## config.mk

```make
export PLATFORM = sky130hd
export DESIGN_NAME = guess_entry
export DESIGN_NICKNAME = d
export VERILOG_FILES = /design/src/rtl/guess_pkg.sv /design/src/rtl/guess_edge.sv /design/src/rtl/guess_entry.sv
export SDC_FILE = /design/constraint.sdc
export NUM_CORES = 1
export LEC_CHECK = 0
export ABC_AREA = 1
export BUFFER_PORTS_ARGS = -buffer_cell sky130_fd_sc_hd__buf_2
export CORE_ASPECT_RATIO = 1.25
export CORE_MARGIN = 3
export CORE_UTILIZATION = 45
export CTS_BUF_LIST = sky130_fd_sc_hd__clkbuf_4
export DETAILED_ROUTE_END_ITERATION = 16
export MAX_ROUTING_LAYER = met4
export PLACE_DENSITY_LB_ADDON = 0.25
export SETUP_SLACK_MARGIN = 0.1
export SYNTH_ARGS = -nofsm -noshare
export SYNTH_HDL_FRONTEND = slang
export SYNTH_SLANG_ARGS = --single-unit
```

## constraint.sdc

```tcl
create_clock -name clk -period 2.1 [get_ports clk]
set_clock_uncertainty 0.05 [all_clocks]
set_input_delay 0.42 -clock clk [delete_from_list [all_inputs] [get_ports clk]]
set_output_delay 0.42 -clock clk [all_outputs]
set_load 0.01 [all_outputs]
```

## src/rtl/guess_pkg.sv

```systemverilog
// Shared constants and types for the four-digit guess entry block.
package guess_pkg;

    localparam int unsigned NUM_DIGITS  = 4;
    localparam int unsigned SEL_W       = 2;
    localparam int unsigned DIGIT_W_DEF = 3;
    localparam int unsigned NUM_BTNS    = 4;

    typedef logic [NUM_DIGITS-1:0][DIGIT_W_DEF-1:0] digit_arr_t;

    typedef enum logic [1:0] {
        BTN_LEFT  = 2'd0,
        BTN_RIGHT = 2'd1,
        BTN_UP    = 2'd2,
        BTN_DOWN  = 2'd3
    } btn_e;

endpackage

```

## src/rtl/guess_edge.sv

```systemverilog
// Button input register (optional 2-flop sync via GUESS_ENTRY_SYNC_EN) plus rising-edge detector.
module guess_edge (
    input  logic clk,
    input  logic rst_n,
    input  logic level,
    output logic press_c
);

    logic samp_d;
    logic samp_q;
    logic prev_q;

`ifdef GUESS_ENTRY_SYNC_EN
    localparam int unsigned VLD_W = 4;
    logic [1:0] sync_q;

    always_ff @(posedge clk or negedge rst_n) begin
        if (!rst_n) sync_q <= '0;
        else        sync_q <= {sync_q[0], level};
    end

    assign samp_d = sync_q[1];
`else
    localparam int unsigned VLD_W = 2;
    assign samp_d = level;
`endif

    // Marks when prev_q holds a real post-reset sample, so a button held through reset is not a press.
    logic [VLD_W-1:0] vld_q;

    always_ff @(posedge clk or negedge rst_n) begin
        if (!rst_n) begin
            samp_q <= 1'b0;
            prev_q <= 1'b0;
            vld_q  <= '0;
        end else begin
            samp_q <= samp_d;
            prev_q <= samp_q;
            vld_q  <= {vld_q[VLD_W-2:0], 1'b1};
        end
    end

    assign press_c = samp_q & ~prev_q & vld_q[VLD_W-1];

endmodule

```

## src/rtl/guess_entry.sv

```systemverilog
// Four-digit code entry: selection counter and digit registers driven by button presses.
// Build option GUESS_ENTRY_SYNC_EN adds two-flop synchronizers on buttons and enable.
module guess_entry
    import guess_pkg::*;
#(
    parameter int unsigned DIGIT_W = DIGIT_W_DEF
) (
    input  logic               clk,
    input  logic               rst_n,
    input  logic               enable,
    input  logic               left,
    input  logic               right,
    input  logic               up,
    input  logic               down,
    output logic [DIGIT_W-1:0] led_zero,
    output logic [DIGIT_W-1:0] led_one,
    output logic [DIGIT_W-1:0] led_two,
    output logic [DIGIT_W-1:0] led_three,
    output logic [SEL_W-1:0]   blink_led
);

    logic [NUM_BTNS-1:0] btn_lvl;
    logic [NUM_BTNS-1:0] press_c;
    logic                en_act;

    assign btn_lvl[BTN_LEFT]  = left;
    assign btn_lvl[BTN_RIGHT] = right;
    assign btn_lvl[BTN_UP]    = up;
    assign btn_lvl[BTN_DOWN]  = down;

    for (genvar i = 0; i < NUM_BTNS; i++) begin : g_btn
        guess_edge u_edge (
            .clk     (clk),
            .rst_n   (rst_n),
            .level   (btn_lvl[i]),
            .press_c (press_c[i])
        );
    end

`ifdef GUESS_ENTRY_SYNC_EN
    logic [1:0] en_q;

    always_ff @(posedge clk or negedge rst_n) begin
        if (!rst_n) en_q <= '0;
        else        en_q <= {en_q[0], enable};
    end

    assign en_act = en_q[1];
`else
    logic en_q;

    always_ff @(posedge clk or negedge rst_n) begin
        if (!rst_n) en_q <= 1'b0;
        else        en_q <= enable;
    end

    assign en_act = en_q;
`endif

    logic [NUM_DIGITS-1:0][DIGIT_W-1:0] digit_q;
    logic [NUM_DIGITS-1:0][DIGIT_W-1:0] digit_d;
    logic [SEL_W-1:0]                   sel_q;
    logic [SEL_W-1:0]                   sel_d;

    // Digit update uses the selection held before this edge; opposing presses cancel.
    always_comb begin
        digit_d = digit_q;
        sel_d   = sel_q;
        if (en_act) begin
            if (press_c[BTN_UP] && !press_c[BTN_DOWN]) begin
                digit_d[sel_q] = digit_q[sel_q] + DIGIT_W'(1);
            end else if (press_c[BTN_DOWN] && !press_c[BTN_UP]) begin
                digit_d[sel_q] = digit_q[sel_q] - DIGIT_W'(1);
            end
            if (press_c[BTN_RIGHT] && !press_c[BTN_LEFT]) begin
                sel_d = sel_q + SEL_W'(1);
            end else if (press_c[BTN_LEFT] && !press_c[BTN_RIGHT]) begin
                sel_d = sel_q - SEL_W'(1);
            end
        end
    end

    always_ff @(posedge clk or negedge rst_n) begin
        if (!rst_n) begin
            digit_q <= '0;
            sel_q   <= '0;
        end else begin
            digit_q <= digit_d;
            sel_q   <= sel_d;
        end
    end

    assign led_zero  = digit_q[0];
    assign led_one   = digit_q[1];
    assign led_two   = digit_q[2];
    assign led_three = digit_q[3];
    assign blink_led = sel_q;

endmodule

```

# Word level (Yosys, flattened, before mapping)
# Cells that the tools add are included.
[totals]
output_inout_bits = 14
elab_cells = 59
ff_bits = 31
inputBits = 7
[classes]
muxes = 10
n_reduce_logical = 13
n_addsub = 4
n_lt_le_gt_ge = 2
bitwise_logic = 12
[op_table]
columns = ["operator", "count"]
rows = [
  ["$bwmux W12", 2],
  ["$mux W12", 2],
  ["$and A1 B1 Y1", 8],
  ["$bmux W3 S2", 1],
  ["$demux W3 S2", 1],
  ["$mux W3", 2],
  ["$logic_and A1 B1 Y1", 5],
  ["$logic_not A1 Y1", 4],
  ["$mux W2", 2],
  ["$not A1 Y1", 4],
  ["$reduce_and A2 Y1", 2],
  ["$reduce_bool A2 Y1", 2],
  ["$add A3 B1 Y3 const B", 1],
  ["$lt A2 B3 Y1 const B", 1],
  ["$sub A3 B1 Y3 const B", 1],
  ["$add A2 B1 Y2 const B", 1],
  ["$ge A2 B1 Y1 const B", 1],
  ["$sub A2 B1 Y2 const B", 1],
]

# Logic depth before layout (Yosys ltp)
[logic_depth]
ltp_word = 7
mapped_depth = 15

# Hierarchy
# From an unflattened synthesis, not the netlist that was laid out.
[hier_totals]
hier_cells = 137
area_unflattened_um2 = 1306.3
[by_module_without_submodules]
columns = ["module", "seq_area_each_um2", "area_each_um2", "cells_per_inst", "instances"]
rows = [
  ["guess_entry", 375.4, 850.8, 109, 1],
  ["guess_edge", 100.1, 113.9, 7, 4],
]

# Least setup slack after synthesis
# OpenSTA, ideal clock, no wires.
[synth_path]
kind = "reg2reg"
start = "register sel_q[0] (netlist: blink_led[0])"
end = "register digit_q, in the netlist led_three[1]"
t_arrival_ns = 1.665
path_stages_with_launch = 10
path_buffers = 1
setup_slack_ns = 0.302
synth_period_minus_slack_ns = 1.798
required_time_ns = 1.967
path_cell_list = "dfrtp_1 buf_6 nor2_2 inv_2 o22ai_1 nor3_2 ha_1 xnor2_1 nand2_1 o21ai_0"
[synth_between]
elab_chain_len = 7
word_cells_on_any_way = 13
cone_classes = "2 x add/sub; 2 x order compare; 8 x mux; 1 x reduce/logical"
[synth_lines]
columns = ["item", "line_no", "rtl"]
rows = [
  ["start, declared", "guess_entry.sv:62", "logic [SEL_W-1:0] sel_q;"],
  ["start signal, assigned", "guess_entry.sv:89", "sel_q <= sel_d;"],
  ["$lt A2 B3 Y1 (implied by the code) or $ge A2 B1 Y1 (tied branches)", "guess_entry.sv:71, guess_entry.sv:73", ""],
  ["$logic_and A1 B1 Y1 (implied by the code)", "guess_entry.sv:71, guess_entry.sv:73", ""],
  ["$mux W3 (implied by the code)", "guess_entry.sv:71, guess_entry.sv:73", ""],
  ["$demux W3 S2", "guess_entry.sv:71, guess_entry.sv:73", ""],
  ["$bwmux W12", "guess_entry.sv:73", "digit_d[sel_q] = digit_q[sel_q] - DIGIT_W'(1);"],
  ["$mux W12", "guess_entry.sv:72", "end else if (press_c[BTN_DOWN] && !press_c[BTN_UP]) begin"],
  ["$mux W12 (*)", "guess_entry.sv:70", "if (press_c[BTN_UP] && !press_c[BTN_DOWN]) begin"],
  ["end signal, assigned", "guess_entry.sv:88", "digit_q <= digit_d;"],
  ["end, declared", "guess_entry.sv:60", "logic [NUM_DIGITS-1:0][DIGIT_W-1:0] digit_q;"],
]
# Mark *: on every way between the ends. The rest lies on a longest branch, timed or not. The select of a mux whose other input is x is not followed.
# A chain may end at the register's enable or synchronous reset.

# Final worst setup path
[layout_path]
start = "register sel_q[1] (netlist: blink_led[1])"
end = "register digit_q, in the netlist led_zero[2]"
# The elaborated chain is that of the path after synthesis.

==> results by group <==
Yosys
  • Synth Area in Compound Gates: 0.0845
  • #FFs+latches synth: 25
  • Multiplexer area fraction after synthesis: 0
  • Syn_nets: 136
  • Synth cell types: 23
  • Mapped Area: 1150 µm²
  • Syn Inst Count: 125
  • Largest family of logic cells by synthesized area: simple AND/OR/NAND/NOR gates
  • Avg Cell Area, Syn: 9.24 µm²
  • Post-synthesis sequential area ratio: 0.542
  • Adder-cell share of the synthesized area: 0.0433
  • Xor and xnor fraction of the mapped netlist area: 0.0228
  • Yosys warns: 0
  • Post-Synth Simple-Gate Area: 0.234

Power and ir drop
  • Peak supply drop: 0.709 mV
  • PD cells: 1490 nW/µm²
  • Leak pwr: 0.721 nW
  • Tot Pwr: 2.07 mW

CTS
  • CTS tree: built
  • Clock buffer depth: 2
  • Clock Latency Late Sink: 0.31 ns
  • TritonCTS Buffers: 3
  • Hold buffers post-CTS: 0
  • H-Tree Level Count: 1
  • Clock sink count: 25
  • Clock transition at path regs: 0.13 ns
  • Clock root buffer master: clkbuf_4

Hold path
  • HP Class: input port to async pin

STA
  • Slew Limit Fails: 0
  • RSZ-0062 raised after global routing: false
  • Worst slew pin tran: 0.536 ns
  • Worst hold slack: 0.0203 ns
  • Tmin final: 1.88 ns
  • Endpoints failing setup: 0
  • Final TNS setup: 0 ns
  • Fmax: 531 MHz
  • Slew margin rel.: 0.643
  • Final Cycle Share: 0.897
  • Setup slack after layout: 0.216 ns
  • Final Hold Viols: 0

Final layout
  • Fillers: 223
  • Fin nets: 166
  • Area Overhead vs Synth: 19.9%
  • Sequential cell area: 628 µm²
  • Inserted Diodes: 0
  • Core Util, Final: 0.595
  • Most frequent cells in the layout: nand2_1 (32), dfrtp_1 (23), buf_2 (20), o21ai_1 (12), inv_1 (11)
  • Commonest non-fill, non-tap cell in the layout: nand2_1
  • Area of the multi-input gates: 474 µm²
  • Layout cells sized above 1: 0.331

Global route
  • Total congestion overflow: 0
  • First-pass GRT wire length: 3.59 mm
  • Vias in the first global route: 845
  • Tot GR Track Use: 0.151
  • Pin count of the biggest net entering global routing: 26
  • Antenna violations before repair: 0

Place
  • DP Worst Slack: 0.104 ns
  • Post-DP HPWL: 1.59 mm
  • IO Port Bufs: 20
  • Final Wtd Congestion: 0.941

Route
  • Routed length per instance: 12.1 µm
  • DR vias: 900
  • Pre-Repair DR Iteration Count: 4
  • Final wirelength: 2.24 mm
  • DRC: 0
  • ANT nets after route: 0
  • Drt first-iter violations: 7
  • Via density: 4.86

Setup path
  • Critical path arrival: 2.04 ns
  • CP max FO: 6
  • Crit Path Category: flip-flop to flip-flop
  • Crit path capture type: flip-flop
  • Largest stage delay on the critical path: 0.51 ns
  • Worst setup SP type: flip-flop
  • Crit path top cell by count: nand2_1
  • Worst path required time: 2.26 ns
  • Worst path cell trace: inv_4 > nand2_4 > inv_2 > a22oi_4 > nand2_2 > inv_1 > ha_1 > nor2_1 > a21oi_2 > inv_1 > nand2_1 > nand2_2 > nand2_1 > nand2_1
  • Slowest cell on the critical path: dfrtp_2

Die
  • Placeable Area: 2330 µm²
  • Die area: 3210 µm²
  • Top-Level Pins: 21
  • Row cnt: 19
  • Die W: 51.3 µm
  • Initial Utilization: 0.496
  • Die height: 62.6 µm

Run status
  • Status: complete, no violations

Flow run
  • Max-Cap Viols: 0
## path summary, 6_finish.rpt
check | startpoint | endpoint | slack, ns | depth (start not counted)
setup / recovery | blink_led[1]$_DFFE_PN0P_ | led_zero[2]$_DFFE_PN0P_ | 0.22 | 14
hold / removal | rst_n | async pin | 0.02 | 1
setup reg to reg | blink_led[1]$_DFFE_PN0P_ | led_zero[2]$_DFFE_PN0P_ | 0.22 | 14
hold reg to reg | g_btn[3].u_edge.vld_q[0]$_DFF_PN0_ | g_btn[0].u_edge.vld_q[1]$_DFF_PN0_ | 0.32 | 0
max in group asynchronous | rst_n | blink_led[0]$_DFFE_PN0P_ | 1.60 | 1
min in group clk | enable | en_act$_DFF_PN0_ | 0.15 | 1
## worst max-delay path: cells and delay by family, from the launching register on
kind,cells,cell delay (ns)
AOI/OAI and AO/OA,2,0.36
adders and majority gates,1,0.14
buffers and inverters,4,0.24
DFF,1,0.51
and+or+nand+nor,7,0.49
## report_power, final
group          switching [mW]  internal [mW]
Clock                   0.134         0.0870
Sequential              0.151          0.623
Combinational           0.624          0.453
## layer usage
layer  global-route usage  share of wire
met5                    -              0
met4               0.0721          0.016
met3               0.0310          0.042
met2                0.273           0.55
met1                0.150           0.39
## metrics by stage
| stage | cells | cell area, µm² |
|---|---|---|
| after detailed placement | 175 | 1280 |
| after global placement | 175 | 1280 |
| after CTS | 179 | 1310 |
| after global routing | 185 | 1390 |
| final | 185 | 1390 |
| after floorplan | 125 | 1150 |
## repair_timing
item	in CTS	in global routing
pin swaps	0	1
gates resized for setup	1	9
endpoints found under the setup margin	6	8
setup buffers	0	6
## area by class of cell
class / count / share of cell area
timing repair buffer: 27 / 0.110
clock buffer: 4 / 0.0217
inverter: 15 / 0.0443
tap: 31 / 0.0280
sequential: 25 / 0.453
multi-input combinational: 83 / 0.342
## synth_stat cells
| library cell | number | area, µm² |
|---|---|---|
| nand2_4 | 1 | 11.3 |
| nand2_1 | 35 | 131 |
| nand2_2 | 1 | 6.26 |
| or2_1 | 2 | 12.5 |
| o22ai_1 | 1 | 6.26 |
| a21oi_1 | 1 | 5.00 |
| inv_4 | 1 | 6.26 |
| o21ai_0 | 1 | 5.00 |
| nor2_2 | 2 | 12.5 |
| nor2_1 | 9 | 33.8 |
| nand3_1 | 6 | 30.0 |
| nor2_4 | 2 | 22.5 |
| inv_1 | 11 | 41.3 |
| inv_2 | 3 | 11.3 |
| xor2_1 | 2 | 17.5 |
| dfrtp_1 | 25 | 626 |
| conb_1 | 1 | 3.75 |
| buf_6 | 2 | 22.5 |
| a22oi_4 | 1 | 21.3 |
| o21ai_1 | 12 | 60.1 |
| xnor2_1 | 1 | 8.76 |
| ha_1 | 4 | 50.1 |
| nor3_2 | 1 | 10.0 |
## cell families after synthesis
family | Yosys count
AOI/OAI and AO/OA | 16
xor gates and xnor gates | 3
adders and majority gates | 4
buffers and inverters | 17
DFF | 25
other | 1
and+or+nand+nor | 59
(Power assumes the default switching activity.)
